### config.mk
export PLATFORM = sky130hd
export DESIGN_NAME = bw_io_ddr_rdata_rtmr_flat
export DESIGN_NICKNAME = d
export VERILOG_FILES = /design/src/rtl/bw_io_ddr_pkg.sv /design/src/rtl/bw_io_ddr_rdata_rtmr_if.sv /design/src/rtl/bw_io_ddr_rd_fifo.sv /design/src/rtl/bw_io_ddr_rdata_rtmr.sv /design/src/flat_wrapper.sv
export SDC_FILE = /design/constraint.sdc
export NUM_CORES = 1
export LEC_CHECK = 0
export CORE_MARGIN = 1.5
export CORE_UTILIZATION = 55
export CTS_BUF_LIST = sky130_fd_sc_hd__clkbuf_2 sky130_fd_sc_hd__clkbuf_4 sky130_fd_sc_hd__clkbuf_8
export CTS_CLUSTER_DIAMETER = 150
export DETAILED_ROUTE_END_ITERATION = 7
export DONT_BUFFER_PORTS = 1
export PLACE_DENSITY = 0.66
export SKIP_CTS_REPAIR_TIMING = 1
export SLEW_MARGIN = 20
export SYNTH_ARGS = -nofsm -noshare
export SYNTH_HDL_FRONTEND = slang
export SYNTH_HIERARCHICAL = 1
export SYNTH_SLANG_ARGS = --single-unit
### constraint.sdc
create_clock -name clk -period 3.5 [get_ports clk]
set_clock_uncertainty 0.1 [all_clocks]
set_input_delay 0.875 -clock clk [delete_from_list [all_inputs] [get_ports clk]]
set_output_delay 0.875 -clock clk [all_outputs]
set_load 0.005 [all_outputs]
### src/rtl/bw_io_ddr_pkg.sv
// Shared DDR I/O types and default sizes for the read/write pad-side repeaters.
package bw_io_ddr_pkg;

  localparam int unsigned DDR_DW_DFLT    = 16;
  localparam int unsigned DDR_BL_DFLT    = 4;
  localparam int unsigned DDR_DEPTH_DFLT = 4;

  typedef enum logic [0:0] {
    RD_IDLE  = 1'b0,
    RD_BURST = 1'b1
  } rd_state_t;

endpackage

### src/rtl/bw_io_ddr_rdata_rtmr_if.sv
// Core-side read-data stream: {fall,rise} word plus burst-last tag over valid/ready.
interface bw_io_ddr_rdata_rtmr_if
  import bw_io_ddr_pkg::*;
#(
  parameter int unsigned DW = DDR_DW_DFLT
);

  logic [2*DW-1:0] core_data;
  logic            core_last;
  logic            core_vld;
  logic            core_rdy;

  modport master (
    output core_data,
    output core_last,
    output core_vld,
    input  core_rdy
  );

  modport slave (
    input  core_data,
    input  core_last,
    input  core_vld,
    output core_rdy
  );

endinterface

### src/rtl/bw_io_ddr_rd_fifo.sv
// Small synchronous FIFO; a push into a full FIFO is taken only when a pop frees a slot that cycle.
module bw_io_ddr_rd_fifo #(
  parameter int unsigned W     = 33,
  parameter int unsigned DEPTH = 4
) (
  input  logic                       clk,
  input  logic                       rst_l,
  input  logic                       push,
  input  logic [W-1:0]               push_data,
  input  logic                       pop,
  output logic [W-1:0]               head_data,
  output logic                       full,
  output logic                       empty,
  output logic [$clog2(DEPTH+1)-1:0] count
);

  localparam int unsigned PTR_W = $clog2(DEPTH);
  localparam int unsigned CNT_W = $clog2(DEPTH+1);

  logic [W-1:0]     mem_q [DEPTH];
  logic [W-1:0]     mem_d [DEPTH];
  logic [PTR_W-1:0] wr_ptr_q, wr_ptr_d;
  logic [PTR_W-1:0] rd_ptr_q, rd_ptr_d;
  logic [CNT_W-1:0] count_q, count_d;
  logic             push_ok;
  logic             pop_ok;

  assign full      = (count_q == CNT_W'(DEPTH));
  assign empty     = (count_q == '0);
  assign count     = count_q;
  assign head_data = mem_q[rd_ptr_q];

  assign pop_ok  = pop & ~empty;
  assign push_ok = push & (~full | pop_ok);

  always_comb begin
    mem_d    = mem_q;
    wr_ptr_d = wr_ptr_q;
    rd_ptr_d = rd_ptr_q;
    count_d  = count_q;
    if (push_ok) begin
      mem_d[wr_ptr_q] = push_data;
      wr_ptr_d        = wr_ptr_q + PTR_W'(1);
    end
    if (pop_ok) begin
      rd_ptr_d = rd_ptr_q + PTR_W'(1);
    end
    case ({push_ok, pop_ok})
      2'b10:   count_d = count_q + CNT_W'(1);
      2'b01:   count_d = count_q - CNT_W'(1);
      default: count_d = count_q;
    endcase
  end

  always_ff @(posedge clk or negedge rst_l) begin
    if (!rst_l) begin
      for (int i = 0; i < int'(DEPTH); i++) begin
        mem_q[i] <= '0;
      end
      wr_ptr_q <= '0;
      rd_ptr_q <= '0;
      count_q  <= '0;
    end else begin
      mem_q    <= mem_d;
      wr_ptr_q <= wr_ptr_d;
      rd_ptr_q <= rd_ptr_d;
      count_q  <= count_d;
    end
  end

endmodule

### src/rtl/bw_io_ddr_rdata_rtmr.sv
// DDR read-data return path: retime pad beats, frame bursts, buffer and hand to core.
module bw_io_ddr_rdata_rtmr
  import bw_io_ddr_pkg::*;
#(
  parameter int unsigned DW    = DDR_DW_DFLT,
  parameter int unsigned DEPTH = DDR_DEPTH_DFLT,
  parameter int unsigned BL    = DDR_BL_DFLT
) (
  input  logic                          clk,
  input  logic                          rst_l,
  input  logic [DW-1:0]                 pad_rise,
  input  logic [DW-1:0]                 pad_fall,
  input  logic                          pad_vld,
  input  logic                          pad_first,
  input  logic                          err_clr,
  output logic                          stray_err,
  output logic                          trunc_err,
  output logic                          ovf_err,
  bw_io_ddr_rdata_rtmr_if.master        core
);

  localparam int unsigned WW    = 2*DW;
  localparam int unsigned CNT_W = $clog2(BL);
  localparam int unsigned FCW   = $clog2(DEPTH+1);

  logic            stg_vld_q, stg_vld_d;
  logic            stg_first_q, stg_first_d;
  logic [WW-1:0]   stg_data_q, stg_data_d;
  rd_state_t       state_q, state_d;
  logic [CNT_W-1:0] cnt_q, cnt_d;
  logic            stray_q, stray_d;
  logic            trunc_q, trunc_d;
  logic            ovf_q, ovf_d;

  logic            wr_req;
  logic            wr_last;
  logic            stray_set;
  logic            trunc_set;
  logic            ovf_set;
  logic            pop;
  logic [WW:0]     fifo_head;
  logic            fifo_full;
  logic            fifo_empty;
  logic [FCW-1:0]  fifo_count;

  // Stage 0: capture the pad beat as-is.
  always_comb begin
    stg_vld_d   = pad_vld;
    stg_first_d = pad_vld & pad_first;
    stg_data_d  = {pad_fall, pad_rise};
  end

  // Stage 1: burst framing; the beat counter advances even when the FIFO drops a beat.
  always_comb begin
    state_d   = state_q;
    cnt_d     = cnt_q;
    wr_req    = 1'b0;
    wr_last   = 1'b0;
    stray_set = 1'b0;
    trunc_set = 1'b0;
    if (stg_vld_q) begin
      case (state_q)
        RD_IDLE: begin
          if (stg_first_q) begin
            wr_req  = 1'b1;
            cnt_d   = CNT_W'(1);
            state_d = RD_BURST;
          end else begin
            stray_set = 1'b1;
          end
        end
        RD_BURST: begin
          wr_req = 1'b1;
          if (stg_first_q) begin
            trunc_set = 1'b1;
            cnt_d     = CNT_W'(1);
          end else if (cnt_q == CNT_W'(BL-1)) begin
            wr_last = 1'b1;
            cnt_d   = '0;
            state_d = RD_IDLE;
          end else begin
            cnt_d = cnt_q + CNT_W'(1);
          end
        end
        default: begin
          state_d = RD_IDLE;
          cnt_d   = '0;
        end
      endcase
    end
  end

  assign pop     = core.core_vld & core.core_rdy;
  assign ovf_set = wr_req & fifo_full & ~pop;

  // Sticky errors: a set in the same cycle as err_clr wins.
  always_comb begin
    stray_d = stray_set | (stray_q & ~err_clr);
    trunc_d = trunc_set | (trunc_q & ~err_clr);
    ovf_d   = ovf_set   | (ovf_q   & ~err_clr);
  end

  always_ff @(posedge clk or negedge rst_l) begin
    if (!rst_l) begin
      stg_vld_q   <= 1'b0;
      stg_first_q <= 1'b0;
      stg_data_q  <= '0;
      state_q     <= RD_IDLE;
      cnt_q       <= '0;
      stray_q     <= 1'b0;
      trunc_q     <= 1'b0;
      ovf_q       <= 1'b0;
    end else begin
      stg_vld_q   <= stg_vld_d;
      stg_first_q <= stg_first_d;
      stg_data_q  <= stg_data_d;
      state_q     <= state_d;
      cnt_q       <= cnt_d;
      stray_q     <= stray_d;
      trunc_q     <= trunc_d;
      ovf_q       <= ovf_d;
    end
  end

  bw_io_ddr_rd_fifo #(
    .W     (WW + 1),
    .DEPTH (DEPTH)
  ) u_fifo (
    .clk       (clk),
    .rst_l     (rst_l),
    .push      (wr_req),
    .push_data ({wr_last, stg_data_q}),
    .pop       (pop),
    .head_data (fifo_head),
    .full      (fifo_full),
    .empty     (fifo_empty),
    .count     (fifo_count)
  );

  always_comb begin
    assert (fifo_full == (fifo_count == FCW'(DEPTH)));
  end

  assign core.core_data = fifo_head[WW-1:0];
  assign core.core_last = fifo_head[WW];
  assign core.core_vld  = ~fifo_empty;

  assign stray_err = stray_q;
  assign trunc_err = trunc_q;
  assign ovf_err   = ovf_q;

endmodule

### src/flat_wrapper.sv
// flat-port wrapper written by rule: the top's interface ports become plain ports
module bw_io_ddr_rdata_rtmr_flat import bw_io_ddr_pkg::*;
#(
  parameter int unsigned DW    = DDR_DW_DFLT,
  parameter int unsigned DEPTH = DDR_DEPTH_DFLT,
  parameter int unsigned BL    = DDR_BL_DFLT
)
  (clk, rst_l, pad_rise, pad_fall, pad_vld, pad_first, err_clr, stray_err, trunc_err, ovf_err, core_core_data, core_core_last, core_core_vld, core_core_rdy);
  bw_io_ddr_rdata_rtmr_if #(.DW(DW)) core_i ();
  input  logic clk;
  input  logic rst_l;
  input  logic [DW-1:0] pad_rise;
  input  logic [DW-1:0] pad_fall;
  input  logic pad_vld;
  input  logic pad_first;
  input  logic err_clr;
  output logic stray_err;
  output logic trunc_err;
  output logic ovf_err;
  output wire logic [$bits(core_i.core_data)-1:0] core_core_data;
  output wire logic [$bits(core_i.core_last)-1:0] core_core_last;
  output wire logic [$bits(core_i.core_vld)-1:0] core_core_vld;
  input wire logic [$bits(core_i.core_rdy)-1:0] core_core_rdy;
  assign core_core_data = core_i.core_data;
  assign core_core_last = core_i.core_last;
  assign core_core_vld = core_i.core_vld;
  assign core_i.core_rdy = core_core_rdy;
  bw_io_ddr_rdata_rtmr #(.DW(DW), .DEPTH(DEPTH), .BL(BL)) u_core (.clk(clk), .rst_l(rst_l), .pad_rise(pad_rise), .pad_fall(pad_fall), .pad_vld(pad_vld), .pad_first(pad_first), .err_clr(err_clr), .stray_err(stray_err), .trunc_err(trunc_err), .ovf_err(ovf_err), .core(core_i));
endmodule
* After elaboration in Yosys (flattened, before gate mapping)
Cells that the tools add are included.
Operators by class: magnitude comparators 3, eq/ne operators 5, muxes and demuxes 26, $add $sub $neg 5, bitwise gates (word level) 20, reduce and logical (&&, ||, !) cells 4
Operators with widths (count):
- $bwmux W132 | 1
- $mux W33 | 3
- $bmux W33 S2 | 1
- $demux W33 S2 | 1
- $mux W1 | 13
- $and A1 B1 Y1 | 9
- $add A2 B1 Y2 const B | 3
- $ge A3 B3 Y1 const B | 2
- $mux W2 | 3
- $not A2 Y3 | 2
- $pmux W3 S2 | 1
- $not A1 Y1 | 5
- $eq A2 B2 Y1 const B | 2
- $or A1 B1 Y1 | 4
- $pmux W1 S2 | 2
- $pmux W2 S2 | 1
- $add A3 B1 Y3 const B | 1
- $eq A3 B3 Y1 const B | 1
- $logic_not A3 Y1 | 1
- $lt A3 B1 Y1 const B | 1
- $sub A3 B1 Y3 const B | 1
- $eq A2 B1 Y1 const B | 1
- $ne A2 B1 Y1 const B | 1
- $reduce_and A2 Y1 | 1
- other kinds (2) | 2
Word-level totals: logic and storage cells 78, register bits after elaboration 179

* Logic depth before layout (Yosys ltp)
depth in word-level cells 8, mapped depth 11, mapped depth without buffers 11

* Hierarchy
The synthesis kept the hierarchy.
Modules (own cells, without submodules):
- bw_io_ddr_rd_fifo | seq. area each 3478.3 um^2, area an instance 6150.9 um^2, cells an instance 358, instances 1
- bw_io_ddr_rdata_rtmr | seq. area each 1001.0 um^2, area an instance 1162.4 um^2, cells an instance 61, instances 1

* Least setup slack after synthesis
OpenSTA, ideal clock, no wires.
path kind input port to flip-flop, start in core_core_rdy, end reg u_core.u_fifo.count_q[2], in the netlist u_core/u_fifo/count[2], stages 10, slack 0.764 ns, arrival time 2.557 ns, cell sequence nand2b_1 -> inv_1 -> nor4b_4 -> nand2b_1 -> ha_1 -> inv_1 -> fa_1 -> xor2_1 -> nor2_1 -> xor2_1
Between the ends: word-level cells in the longest chain between the ends 6, elaborated cells between the ends (all ways) 8, those cells by class eq/ne (2); mux (1); bitwise (4); reduce/logical (1)
Ends and longest elaborated chain:
- start, declared | line flat_wrapper.sv:23 | input wire logic [$bits(core_i.core_rdy)-1:0] core_core_rdy;
- $and A1 B1 Y1 (*) | line bw_io_ddr_rdata_rtmr.sv:93 | assign pop = core.core_vld & core.core_rdy;
- net u_core.pop | line bw_io_ddr_rdata_rtmr.sv:40 | logic pop;
- $and A1 B1 Y1 (*) | line bw_io_ddr_rd_fifo.sv:33 | assign pop_ok = pop & ~empty;
- $or A1 B1 Y1 | line bw_io_ddr_rd_fifo.sv:34 | assign push_ok = push & (~full | pop_ok);
- $and A1 B1 Y1 | line bw_io_ddr_rd_fifo.sv:34
- $eq A2 B1 Y1 / $eq A2 B2 Y1 (equally long branches) | line bw_io_ddr_rd_fifo.sv:48 | case ({push_ok, pop_ok})
- $pmux W3 S2 / $reduce_bool A2 Y1 (equally long branches)
- end signal, assigned | line bw_io_ddr_rd_fifo.sv:67 | count_q <= count_d;
- end, declared | line bw_io_ddr_rd_fifo.sv:24 | logic [CNT_W-1:0] count_q, count_d;
The timed path passes the listed nets; every way through them passes the cells marked *. A chain may end at the register's enable or synchronous reset.

* Final worst setup path
start reg u_core.u_fifo.rd_ptr_q[0], end out core_core_data[12]
Between the ends: word-level cells in the longest chain between the ends 4
Ends and longest elaborated chain:
- start, declared | line bw_io_ddr_rd_fifo.sv:23 | logic [PTR_W-1:0] rd_ptr_q, rd_ptr_d;
- start signal, assigned | line bw_io_ddr_rd_fifo.sv:66 | rd_ptr_q <= rd_ptr_d;
- $not A2 Y3 (implied by the code) | line bw_io_ddr_rd_fifo.sv:31 | assign head_data = mem_q[rd_ptr_q];
- $bmux W33 S2 | line bw_io_ddr_rd_fifo.sv:31
- $mux W33 (implied by the code) (2 in a row) | line bw_io_ddr_rd_fifo.sv:31
- end, declared | line flat_wrapper.sv:20 | output wire logic [$bits(core_i.core_data)-1:0] core_core_data;
Every way passes these cells. The select of a mux whose other input is x is not followed.

==> results.yml <==
critical_path:
  worstPathMaxFanout: 15
  start_kind: "flip-flop"
  crit_type: "reg -> out"
  arrival_ps: 2010
  ff2ff_setup_slack_ps: 750
  required_ps: 2520
  endpoint_kind: "output pin"
floorplanning:
  num_rows: 41
  design.core.area_um2: 12800
  boundaryPins: 75
  die_x_um: 118
  dieHeight_um: 118
  dieArea_um2: 14000
  start_util_pct: 57.3
route:
  wl_per_cell_um: 19.9
  finalWirelength_um: 12200
  drc: 0
  via_per_inst: 5.66
  drtPass1Iterations: 4
  drt_iter0_drc: 182
  vias: 3462
  ant_nets: 0
global_routing:
  antenna_found_initial: 0
  grt_pass1_vias: 3890
  grt_pass1_wl_um: 20400
  grt_usage_pct: 19.1
  grt_max_degree: 180
  overflow: 0
logic_synthesis:
  synth_area_leaders: "dfrtp_1 61%, mux2_2 20%, mux4_2 10%"
  synth_top_family_by_area: "multiplexers"
  avgSynthCellArea_um2: 17.5
  yosys_warnings: 6
  synth_flop_cell: "dfrtp_1"
  yosys.area.top_type: "dfrtp_1"
  synth.ff_latch_count: 179
  synth_mux_area_share_pct: 30.8
  netlist_instances: 419
  synth-simple-area-share_pct: 2.04
  synth_most_common_cell: "dfrtp_1"
  ys_seq_area_share_pct: 61.2
  yosys.area_share.adder_pct: 1.30
  synth_compound_area_share_pct: 1.03
  synth-edff-count: 0
  ys_async_sr_fraction_pct: 100
  synth_top_area_share_pct: 61.2
  ys_top_cells_by_count: "179 x dfrtp_1, 133 x mux2_2, 33 x mux4_2"
  syn_area_um2: 7310
  synth_fp_nets: 464
  synth_xor_area_share_pct: 0.719
  yosys.cell_types.count: 32
final_layout:
  num_antenna_cells: 0
  drive_gt1_share_pct: 49.3
  seq_area_um2: 4480
  nNetsFinal: 472
  multi_input_area_um2: 2640
  fillers: 943
  syn2layout_area_growth_pct: 7.94
sta:
  period_share_pct: 85.2
  fin_hold_ws_ps: 26.5
  timing.fmax_ghz: 0.335
  final-setup-viol-count: 0
  rsz0062_at_grt: "false"
  hold_viol_final: 0
  slew_headroom_pct: 62.5
  worstMarginPinSlew_ps: 561
  min_period_ps: 2980
  tns_ps: 0
  maxSlewViolCount: 0
hold_path:
  hold_path.class: "in -> async"
place:
  portBuffers: 0
  dp_hpwl_um: 7370
  gp_congestion: 0.690
clocking:
  h-tree-depth: 4
  clockRootBuffer: "clkbuf_8"
  cts_buffers: 17
  clock_path_buffers: 2
  cts_tree: "done"
  cts_num_sinks: 179
  clk-insertion-delay-late_ps: 440
  clk_pin_slew_worst_paths_ps: 90
pwr:
  p_per_area_nw_per_um2: 935
  peakVddDrop_uv: 462
  p_leak_nw: 3.33
  power_mw: 7.38
run:
  drv_cap: 0
status:
  status: "finished, final reports clean"
-- metal layers --
layer | vias up | wire (um) | track usage (%)
li1 | 1539 | - | -
met1 | 1860 | 5560 | 25.1
met2 | 56 | 6000 | 30.6
met3 | 7 | 548 | 6.27
met4 | 0 | 97 | 5.72
met5 | - | 0 | 0
-- layout make-up --
| class | instances | share of cell area, % |
|---|---|---|
| clock buffers | 20 | 3.41 |
| clock inverters | 12 | 1.97 |
| inverters | 8 | 0.380 |
| multi-input cells | 211 | 33.5 |
| flip-flops and latches | 179 | 56.8 |
| well taps | 172 | 2.73 |
| repair buffers | 10 | 1.27 |
-- registers in the layout (all words and copies together), names as in the netlist, 2 cells and up --
name                    flops
u_core/u_fifo/rd_ptr_q      2
u_core/u_fifo/count         3
u_core/u_fifo/wr_ptr_q      2
u_core/stg_data_q          32
u_core/u_fifo/mem_q       132
u_core/cnt_q                2
-- where the power goes --
part           switching, mW  internal [mW]  total, mW
clock                  0.710          0.753       1.46
combinational          0.910           1.54       2.45
sequential             0.535           2.93       3.47
total                   2.15           5.23       7.38
-- cell families after synthesis --
kind of cell / Yosys count
buffers and inverters: 29
AND/OR/NAND/NOR: 23
multiplexers: 167
flip-flops: 179
adder cells (fa/ha/maj): 7
XOR/XNOR: 6
AO/OA/AOI/OAI: 8
-- worst paths after layout --
check / cells after the start / from / endpoint
min in group clk: 0 / pad_rise[8] / u_core/stg_data_q[8]
worst max-delay path: 2 / u_core/u_fifo/rd_ptr_q[0] / core_core_data[12]
worst min-delay path: 0 / rst_l / u_core/u_fifo/mem_q[127]
worst max register to register: 12 / u_core/u_fifo/count[0] / u_core/u_fifo/count[2]
worst min register to register: 1 / u_core/u_fifo/mem_q[36] / u_core/u_fifo/mem_q[36]
max in group asynchronous: 0 / rst_l / u_core/u_fifo/count[2]
-- layout by cell type, fill, tap and decap left out, types with 2 or more instances in the layout --
cell / n
a32o_1: 2
buf_12: 2
buf_4: 8
bufinv_16: 3
clkbuf_8: 19
clkinv_2: 2
clkinvlp_4: 5
dfrtp_1: 177
dfrtp_2: 2
ha_1: 6
inv_1: 8
mux2_2: 133
mux4_2: 33
nand2_1: 7
nand2b_1: 2
nor2_1: 2
nor2_4: 4
xnor2_1: 3
xor2_1: 3
-- through the flow --
| stage | instance area, um2 | setup WS, ps | cells | util (%) |
|---|---|---|---|---|
| 2_1_floorplan | 7310 | 764 | 419 | - |
| 3_3_place_gp | 7470 | 678 | 580 | 58.5 |
| 3_5_place_dp | 7470 | 593 | 580 | 58.5 |
| 4_1_cts | 7890 | 417 | 612 | 61.8 |
| 5_1_grt | 7890 | 337 | 612 | 61.8 |
| 6_report | 7890 | 519 | 612 | 61.8 |
-- worst max-delay path, cell delays in order, from the launching register on --
cell and delay (ps):
dfrtp_2 720, buf_4 290, mux4_2 540
Power figures use the tool's default switching activity.
